==> src/rtl/ifmap_stream_tx.sv <==
// Streams an img_w x img_h frame from a 1-cycle-latency memory into a ready/valid pixel port.
// Define IFMAP_PAD_EN to wrap the frame in a one-pixel zero border.
module ifmap_stream_tx #(
  parameter int DW = 16,
  parameter int AW = 12
) (
  input  logic          clk,
  input  logic          rst,
  input  logic          start,
  input  logic [7:0]    img_w,
  input  logic [7:0]    img_h,
  input  logic [AW-1:0] base_addr,
  output logic          mem_rd_en,
  output logic [AW-1:0] mem_addr,
  input  logic [DW-1:0] mem_rdata,
  output logic [DW-1:0] pix_data,
  output logic          pix_valid,
  input  logic          pix_ready,
  output logic          pix_eol,
  output logic          pix_last,
  output logic          busy,
  output logic          done
);

  localparam logic [1:0] IDLE  = 2'd0;
  localparam logic [1:0] RUN   = 2'd1;
  localparam logic [1:0] DRAIN = 2'd2;
  localparam logic [1:0] FIN   = 2'd3;

`ifdef IFMAP_PAD_EN
  localparam logic [8:0] PAD = 9'd2;
`else
  localparam logic [8:0] PAD = 9'd0;
`endif

  logic [1:0]    state;
  logic [8:0]    fw, fh, col, row;
  logic [AW-1:0] rd_addr;

  // Issue slot in flight: memory data (or a border zero) lands next cycle.
  logic          pend_vld, pend_pad, pend_eol, pend_last;

  logic [DW-1:0] fifo_data [2];
  logic [1:0]    fifo_eol, fifo_last;
  logic          head, tail;
  logic [1:0]    cnt;

  logic [1:0]    occ;
  logic          issue, at_eol, at_last, border, xfer, push, pop;
  logic [DW-1:0] pend_data;

  always_comb begin
    occ       = cnt + {1'b0, pend_vld};
    issue     = !rst && (state == RUN) && (occ < 2'd2);
    at_eol    = (col == fw - 9'd1);
    at_last   = at_eol && (row == fh - 9'd1);
`ifdef IFMAP_PAD_EN
    border    = (col == 9'd0) || at_eol || (row == 9'd0) || (row == fh - 9'd1);
`else
    border    = 1'b0;
`endif
    pend_data = pend_pad ? '0 : mem_rdata;
  end

  // Empty FIFO bypasses the returning read so the first pixel appears one cycle after its read.
  always_comb begin
    pix_valid = 1'b0;
    pix_data  = '0;
    pix_eol   = 1'b0;
    pix_last  = 1'b0;
    if (!rst) begin
      if (cnt != 2'd0) begin
        pix_valid = 1'b1;
        pix_data  = fifo_data[head];
        pix_eol   = fifo_eol[head];
        pix_last  = fifo_last[head];
      end else if (pend_vld) begin
        pix_valid = 1'b1;
        pix_data  = pend_data;
        pix_eol   = pend_eol;
        pix_last  = pend_last;
      end
    end
    xfer = pix_valid && pix_ready;
    pop  = xfer && (cnt != 2'd0);
    push = pend_vld && !(xfer && (cnt == 2'd0));
  end

  assign mem_rd_en = issue && !border;
  assign mem_addr  = rst ? '0 : rd_addr;
  assign busy      = !rst && (state != IDLE);
  assign done      = !rst && (state == FIN);

  always_ff @(posedge clk) begin
    if (rst) begin
      state     <= IDLE;
      fw        <= '0;
      fh        <= '0;
      col       <= '0;
      row       <= '0;
      rd_addr   <= '0;
      pend_vld  <= 1'b0;
      pend_pad  <= 1'b0;
      pend_eol  <= 1'b0;
      pend_last <= 1'b0;
      fifo_eol  <= '0;
      fifo_last <= '0;
      head      <= 1'b0;
      tail      <= 1'b0;
      cnt       <= '0;
    end else begin
      case (state)
        IDLE: if (start) begin
          fw      <= {1'b0, img_w} + PAD;
          fh      <= {1'b0, img_h} + PAD;
          col     <= '0;
          row     <= '0;
          rd_addr <= base_addr;
          state   <= (img_w == 8'd0 || img_h == 8'd0) ? FIN : RUN;
        end
        RUN: if (issue) begin
          if (at_eol) begin
            col <= '0;
            row <= row + 9'd1;
          end else begin
            col <= col + 9'd1;
          end
          // Interior pixels are contiguous in memory, so the address just counts reads.
          if (!border) rd_addr <= rd_addr + 1'b1;
          if (at_last) state <= DRAIN;
        end
        DRAIN: if (xfer && pix_last) state <= FIN;
        default: state <= IDLE;
      endcase

      pend_vld <= issue;
      if (issue) begin
        pend_pad  <= border;
        pend_eol  <= at_eol;
        pend_last <= at_last;
      end

      if (push) begin
        fifo_data[tail] <= pend_data;
        fifo_eol[tail]  <= pend_eol;
        fifo_last[tail] <= pend_last;
        tail            <= ~tail;
      end
      if (pop) head <= ~head;
      cnt <= cnt + {1'b0, push} - {1'b0, pop};
    end
  end

endmodule

==> config.mk <==
export PLATFORM = sky130hd
export DESIGN_NAME = ifmap_stream_tx
export DESIGN_NICKNAME = d
export VERILOG_FILES = /design/src/rtl/ifmap_stream_tx.sv
export SDC_FILE = /design/constraint.sdc
export NUM_CORES = 1
export LEC_CHECK = 0
export ABC_CLOCK_PERIOD_IN_PS = 4990
export BUFFER_PORTS_ARGS = -buffer_cell sky130_fd_sc_hd__clkbuf_2
export CORE_MARGIN = 8
export CORE_UTILIZATION = 42
export CTS_BUF_LIST = sky130_fd_sc_hd__clkbuf_4 sky130_fd_sc_hd__clkbuf_8
export CTS_CLUSTER_DIAMETER = 150
export DETAILED_ROUTE_END_ITERATION = 7
export PLACE_DENSITY = 0.67
export SLEW_MARGIN = 40
export SYNTH_ARGS = -nofsm -noshare
export SYNTH_HDL_FRONTEND = slang
export SYNTH_SLANG_ARGS = --single-unit
==> constraint.sdc <==
create_clock -name clk -period 4.99 [get_ports clk]
set_clock_uncertainty 0.2 [all_clocks]
set_input_delay 0.998 -clock clk [delete_from_list [all_inputs] [get_ports clk]]
set_output_delay 0.998 -clock clk [all_outputs]
set_load 0.05 [all_outputs]
==> results of run 1 <==
==> worst max-delay path: stages (launching register included) <==
cell      delay, ns
dfxtp_1        0.35
inv_1          0.11
ha_1           0.68
inv_2          0.38
a211oi_2       0.44
clkbuf_2       0.37
==> cell type report <==
class	count	area share
Tap cell	168	0.0354
Sequential cell	92	0.365
Inverter	15	0.00949
Clock buffer	11	0.0245
Multi-Input combinational cell	448	0.477
Timing Repair Buffer	87	0.0759
Clock inverter	5	0.0127
==> cells by family after synthesis <==
group / Yosys count / synth area share
buf+inv: 55 / 0.0440
compound gates: 117 / 0.156
mux: 31 / 0.0601
flops: 92 / 0.415
xor+xnor: 31 / 0.0521
fa+ha+maj: 11 / 0.0264
simple gates: 258 / 0.246
==> worst paths after layout <==
kind,from,to,cells after the start
max,state[1],mem_rd_en,5
min,fifo_eol[0],fifo_eol[0],2
max reg2reg,state[1],col[5],8
min reg2reg,fifo_eol[0],fifo_eol[0],2
==> flip-flops by register name, summed over array words and instances, names as in the netlist, 2 cells and up, named ones only <==
signal	cells
fifo_data	32
rd_addr	12
col	9
row	9
fh	8
fw	8
cnt	2
fifo_eol	2
fifo_last	2
state	2
==> synth_stat cells, types with 3 or more instances <==
| cell | number |
|---|---|
| mux2i_1 | 29 |
| buf_1 | 6 |
| and2_1 | 5 |
| dfxtp_1 | 60 |
| nand2_1 | 64 |
| and3_1 | 11 |
| edfxtp_1 | 32 |
| o21ai_1 | 9 |
| inv_1 | 13 |
| ha_1 | 11 |
| xor2_1 | 20 |
| nor2_1 | 69 |
| clkbuf_1 | 28 |
| nor4_1 | 7 |
| buf_2 | 3 |
| or3_1 | 8 |
| a31oi_1 | 22 |
| nor4_2 | 3 |
| xnor2_1 | 11 |
| o31ai_2 | 3 |
| nor3_1 | 29 |
| a21oi_1 | 34 |
| nand4_1 | 11 |
| nor2b_1 | 19 |
| nand3_1 | 18 |
| a211oi_1 | 4 |
| o21ai_0 | 11 |
==> stage by stage <==
stage                     cells  power (µW)  setup slack (ns)
after floorplan             595        1980              1.54
after global placement      810        2230              1.55
after detailed placement    810        2260              1.46
after CTS                   826        2830              1.10
after global routing        826        2990             0.899
final                       826        2810              1.10
==> per-layer routing <==
metal,up-vias,track usage,part of all wire
li1,2251,-,-
met4,0,0.0609,0.016
met5,-,0,0
met3,15,0.0379,0.054
met2,96,0.269,0.48
met1,2161,0.184,0.45
==> power by group <==
part	leakage (µW)	internal [µW]	switching, µW
combinational	0.00137	404	833
sequential	0.000778	874	143
clock	0.000116	299	256
total	0.00227	1580	1230
==> run_results.csv, run 1 <==
group,metric,value,unit
synthesis,synth_cell_types,66,
sta,finalSetupViolations,0,
die,die_w,127,µm
finish,fill_cells,1157,
finish,syn_to_final_growth,13.9,%
synthesis,synthCells,595,
sta,slew_violations,0,
synthesis,synth_edf_count,32,
finish,finalCoreUtilization,0.492,
min_path,worstHoldPathType,"register to register",
flow_run,cap_violations,0,
place,gp_congestion,0.815,
finish,antenna-diode-count,0,
finish,fin_area,5930,µm²
grt,grt_max_degree,51,
synthesis,syn_nets,654,
sta,tns,0,ns
finish,final_cell_mix,"80 x clkbuf_2, 68 x nor2_1, 64 x nand2_1",
synthesis,ys.warnings.count,0,
finish,multi_input_area,2830,µm²
sta,min_period_over_period,0.780,
synthesis,yosys-top-cells-area,"dfxtp_1 23%, edfxtp_1 18%, mux2i_1 5.6%",
die,start_util,0.432,
critical_path,required,3.79,ns
synthesis,ys_ff_latch,92,
sta,min_period,3.89,ns
cts,htree_levels,3,
critical_path,setup.worst_path.start_class,"register",
grt,antenna_found_initial,0,
place,dp_hpwl,9.07,mm
route,drc_errors,0,
outcome,status,"completed",
critical_path,cp-end-kind,"output pin",
route,via_count,4523,
grt,grt_first_pass_wirelength,20.9,mm
grt,grt_pass1_vias,4539,
critical_path,r2r_setup_slack,1.65,ns
cts,clockRootBuffer,"clkbuf_8",
route,post_drt_wl_per_cell,15.1,µm
critical_path,critPathArrivalTime,2.69,ns
finish,nets,712,
sta,fin_hold_ws,0.293,ns
grt,track_usage,0.156,
sta,slew_headroom,0.477,
synthesis,synth_top_area_cell,"dfxtp_1",
synthesis,yosys.area.top_type_share,0.231,
cts,post_cts_resized,0,
sta,fmax,257,MHz
pwr,p_leak,0.00227,µW
cts,cts_tree,"done",
synthesis,yosysSeqAreaShare,0.415,
route,wl,12.5,mm
critical_path,criticalPathCategory,"register to output pin",
synthesis,syn_area_per_cell,8.75,µm²
die,die_area,16200,µm²
synthesis,synth-async-reset-ratio,0,
route,routed_via_density,5.48,
cts,path_clk_slew,0.08,ns
synthesis,syn-cell-area,5210,µm²
die,die_h,127,µm
critical_path,worstPathMaxFanout,26,
cts,postCtsSetupBuffers,0,
pwr,power.density,473,nW/µm²
finish,layout_commonest_cell,"clkbuf_2",
sta,worst_pin_slew,0.784,ns
cts,cts_hold_buf,0,
cts,insertion_delay,0.37,ns
finish,seq_area,2160,µm²
route,drtPass1Iterations,4,
die,pin_count,82,
sta,rsz0062_at_grt,"false",
pwr,max-vdd-ir-drop,0.000195,V
route,drt_iter0_markers,265,
sta,hold_viol_final,0,
cts,clock_path_buffers,2,
finish,drive_gt1_frac,0.195,
grt,grt_overflow_total,0,
die,coreArea,12100,µm²
die,fp-row-count,40,
cts,cts.sinks,92,
route,ant_nets,0,
synthesis,synth_ff_type,"dfxtp_1",
place,place_area,5700,µm²
place,portBuffers,81,
cts,cts_made_buffers,9,
(Power assumes the default switching activity.)
==> run 2, diff against run 1 <==
ABC_AREA = 1   (was not set)
ABC_CLOCK_PERIOD_IN_PS = 4100   (was 4990)
clock period = 4.1 ns   (was 4.99 ns; I/O delays follow)
==> run_results.csv, run 2 <==
group,metric,value,unit
pwr,power.density,606,nW/µm²
cts,cts_tree,"done",
place,portBuffers,81,
grt,antenna_found_initial,0,
sta,slew_violations,0,
synthesis,yosys-top-cells-area,"dfxtp_1 24%, edfxtp_1 19%, nand2_1 10%",
route,via_count,4527,
cts,clockRootBuffer,"clkbuf_8",
sta,hold_viol_final,0,
critical_path,ff2ff_path_depth,10,
finish,layout_commonest_cell,"nand2_1",
min_path,worstHoldPathType,"register to register",
place,gp_congestion,0.824,
synthesis,yosysMostFrequentCell,"nand2_1",
finish,fin_cells,907,
grt,grt_first_pass_wirelength,20.7,mm
finish,final_cell_mix,"138 x nand2_1, 122 x nor2_1, 81 x clkbuf_2",
sta,fin_ws,0.858,ns
synthesis,synth_ff_type,"dfxtp_1",
route,drt_iter0_markers,320,
route,wl,12.1,mm
synthesis,ys.warnings.count,0,
die,die_area,15700,µm²
flow_run,cap_violations,0,
place,dp_hpwl,9.10,mm
sta,finalSetupViolations,0,
cts,htree_levels,3,
cts,insertion_delay,0.37,ns
synthesis,yosysSeqAreaShare,0.430,
route,ant_nets,0,
finish,syn_to_final_growth,14.8,%
die,start_util,0.424,
grt,use_met3,0.0438,
critical_path,worstPathMaxFanout,17,
sta,slew_headroom,0.501,
critical_path,cp-end-kind,"output pin",
synthesis,ys_ff_latch,92,
finish,reg.largest.list,"fifo_data: 32 flops, rd_addr: 12 flops",
die,fp-row-count,40,
finish,antenna-diode-count,0,
synthesis,synthCells,683,
grt,grt_pass1_vias,4504,
pwr,p_leak,0.00242,µW
finish,drive_gt1_frac,0.168,
grt,use_met2,0.267,
cts,path_clk_slew,0.09,ns
critical_path,critPathArrivalTime,2.22,ns
die,die_w,125,µm
synthesis,synth_top_area_cell,"dfxtp_1",
synthesis,syn_area_per_cell,7.36,µm²
finish,fin_area,5770,µm²
synthesis,synth_edf_count,32,
finish,largest-register,"fifo_data",
min_path,worstHoldEndpoint,"fifo_last[0]",
critical_path,crit_chain,"inv_1, o21ai_0, a21oi_1, clkbuf_2",
cts,post_cts_resized,0,
synthesis,syn_nets,742,
min_path,min_from,"fifo_last[0]",
sta,min_period,3.24,ns
sta,rsz0062_at_grt,"false",
synthesis,yosys.area.top_type_share,0.239,
sta,min_period_over_period,0.791,
critical_path,worstReg2RegEnd,"rd_addr[10]",
route,post_drt_wl_per_cell,13.3,µm
synthesis,synth-async-reset-ratio,0,
cts,clock_path_buffers,2,
finish,seq_area,2160,µm²
critical_path,setup.worst_path.start_class,"register",
cts,postCtsSetupBuffers,0,
place,place_area,5550,µm²
outcome,status,"completed",
pwr,max-vdd-ir-drop,0.000313,V
grt,top_usage_layer,"met2",
grt,track_usage,0.157,
finish,nets,814,
sta,fmax,308,MHz
finish,multi_input_area,2490,µm²
finish,largest_reg_flops,32,
route,drc_errors,0,
cts,cts_hold_buf,0,
cts,cts.sinks,92,
critical_path,required,3.08,ns
route,routed_via_density,4.99,
grt,grtUsageMet1,0.189,
place,placedCellCount,891,
grt,grt_overflow_total,0,
die,pin_count,82,
sta,worst_pin_slew,0.746,ns
min_path,hold_depth,2,
critical_path,worst_path_largest_cell_delay,0.76,ns
finish,finalCoreUtilization,0.486,
sta,tns,0,ns
place,dpl_worst_slack,1.21,ns
grt,grt_max_degree,31,
critical_path,criticalPathCategory,"register to output pin",
synthesis,syn-cell-area,5030,µm²
die,coreArea,11900,µm²
finish,fill_cells,1158,
cts,cts_made_buffers,9,
synthesis,synth.cells.most_frequent,"138 x nand2_1, 122 x nor2_1, 63 x inv_1, 60 x dfxtp_1, 54 x a21oi_1",
die,die_h,125,µm
critical_path,r2r_setup_slack,1.51,ns
route,drtPass1Iterations,7,
critical_path,r2r_start,"state[1]",
critical_path,slowest_stage,"dfxtp_1",
synthesis,synth_cell_types,42,
run 2: cell families after synthesis:
kind of cell,Yosys count,synth area share
and+or+nand+nor,334,0.289
AOI/OAI and AO/OA,123,0.132
buffers and inverters,96,0.0742
DFF,92,0.430
xor gates and xnor gates,27,0.0470
adders and majority gates,11,0.0274
run 2: worst max path at each step:
stage             start      endpoint  slack, ns  depth (start not counted)
6_report       register  pix_data[14]       0.86                          4
5_1_grt        register   pix_data[7]       0.69                          4
4_1_cts        register   pix_data[7]       0.84                          4
3_5_place_dp   state[1]   rd_addr[10]       1.21                         10
3_3_place_gp   register   pix_data[7]       1.26                          4
2_1_floorplan       rst  pix_data[14]       1.09                          3
run 2: per-layer routing:
metal / up-vias / part of all wire
li1: 2371 / -
met1: 2048 / 0.46
met2: 96 / 0.47
met3: 12 / 0.057
met4: 0 / 0.011
met5: - / 0
run 2: power breakdown:
part	switching (µW)	leakage, µW	internal [µW]	total, µW
clock	329	0.000108	346	675
sequential	123	0.000780	1100	1220
combinational	1140	0.00153	469	1600
total	1590	0.00242	1910	3500
run 2: layout make-up:
class,instances,share of cell area
multi-input cells,495,0.432
flip-flops and latches,92,0.375
clock inverters,7,0.0165
well taps,147,0.0319
inverters,71,0.0462
clock buffers,9,0.0215
repair buffers,86,0.0768
run 2: through the flow:
step                      power [µW]  hold slack [ns]
final                           3500            0.258
after global routing            3780            0.298
after CTS                       3520            0.264
after detailed placement        2840            0.249
after global placement          2800            0.237
after floorplan                 2510            0.225
run 2: critical path, delay by kind of cell, from the launching register on:
kind                   cells  cell delay [ns]
DFF                        1             0.76
buffers and inverters      2             0.67
AOI/OAI and AO/OA          2             0.41
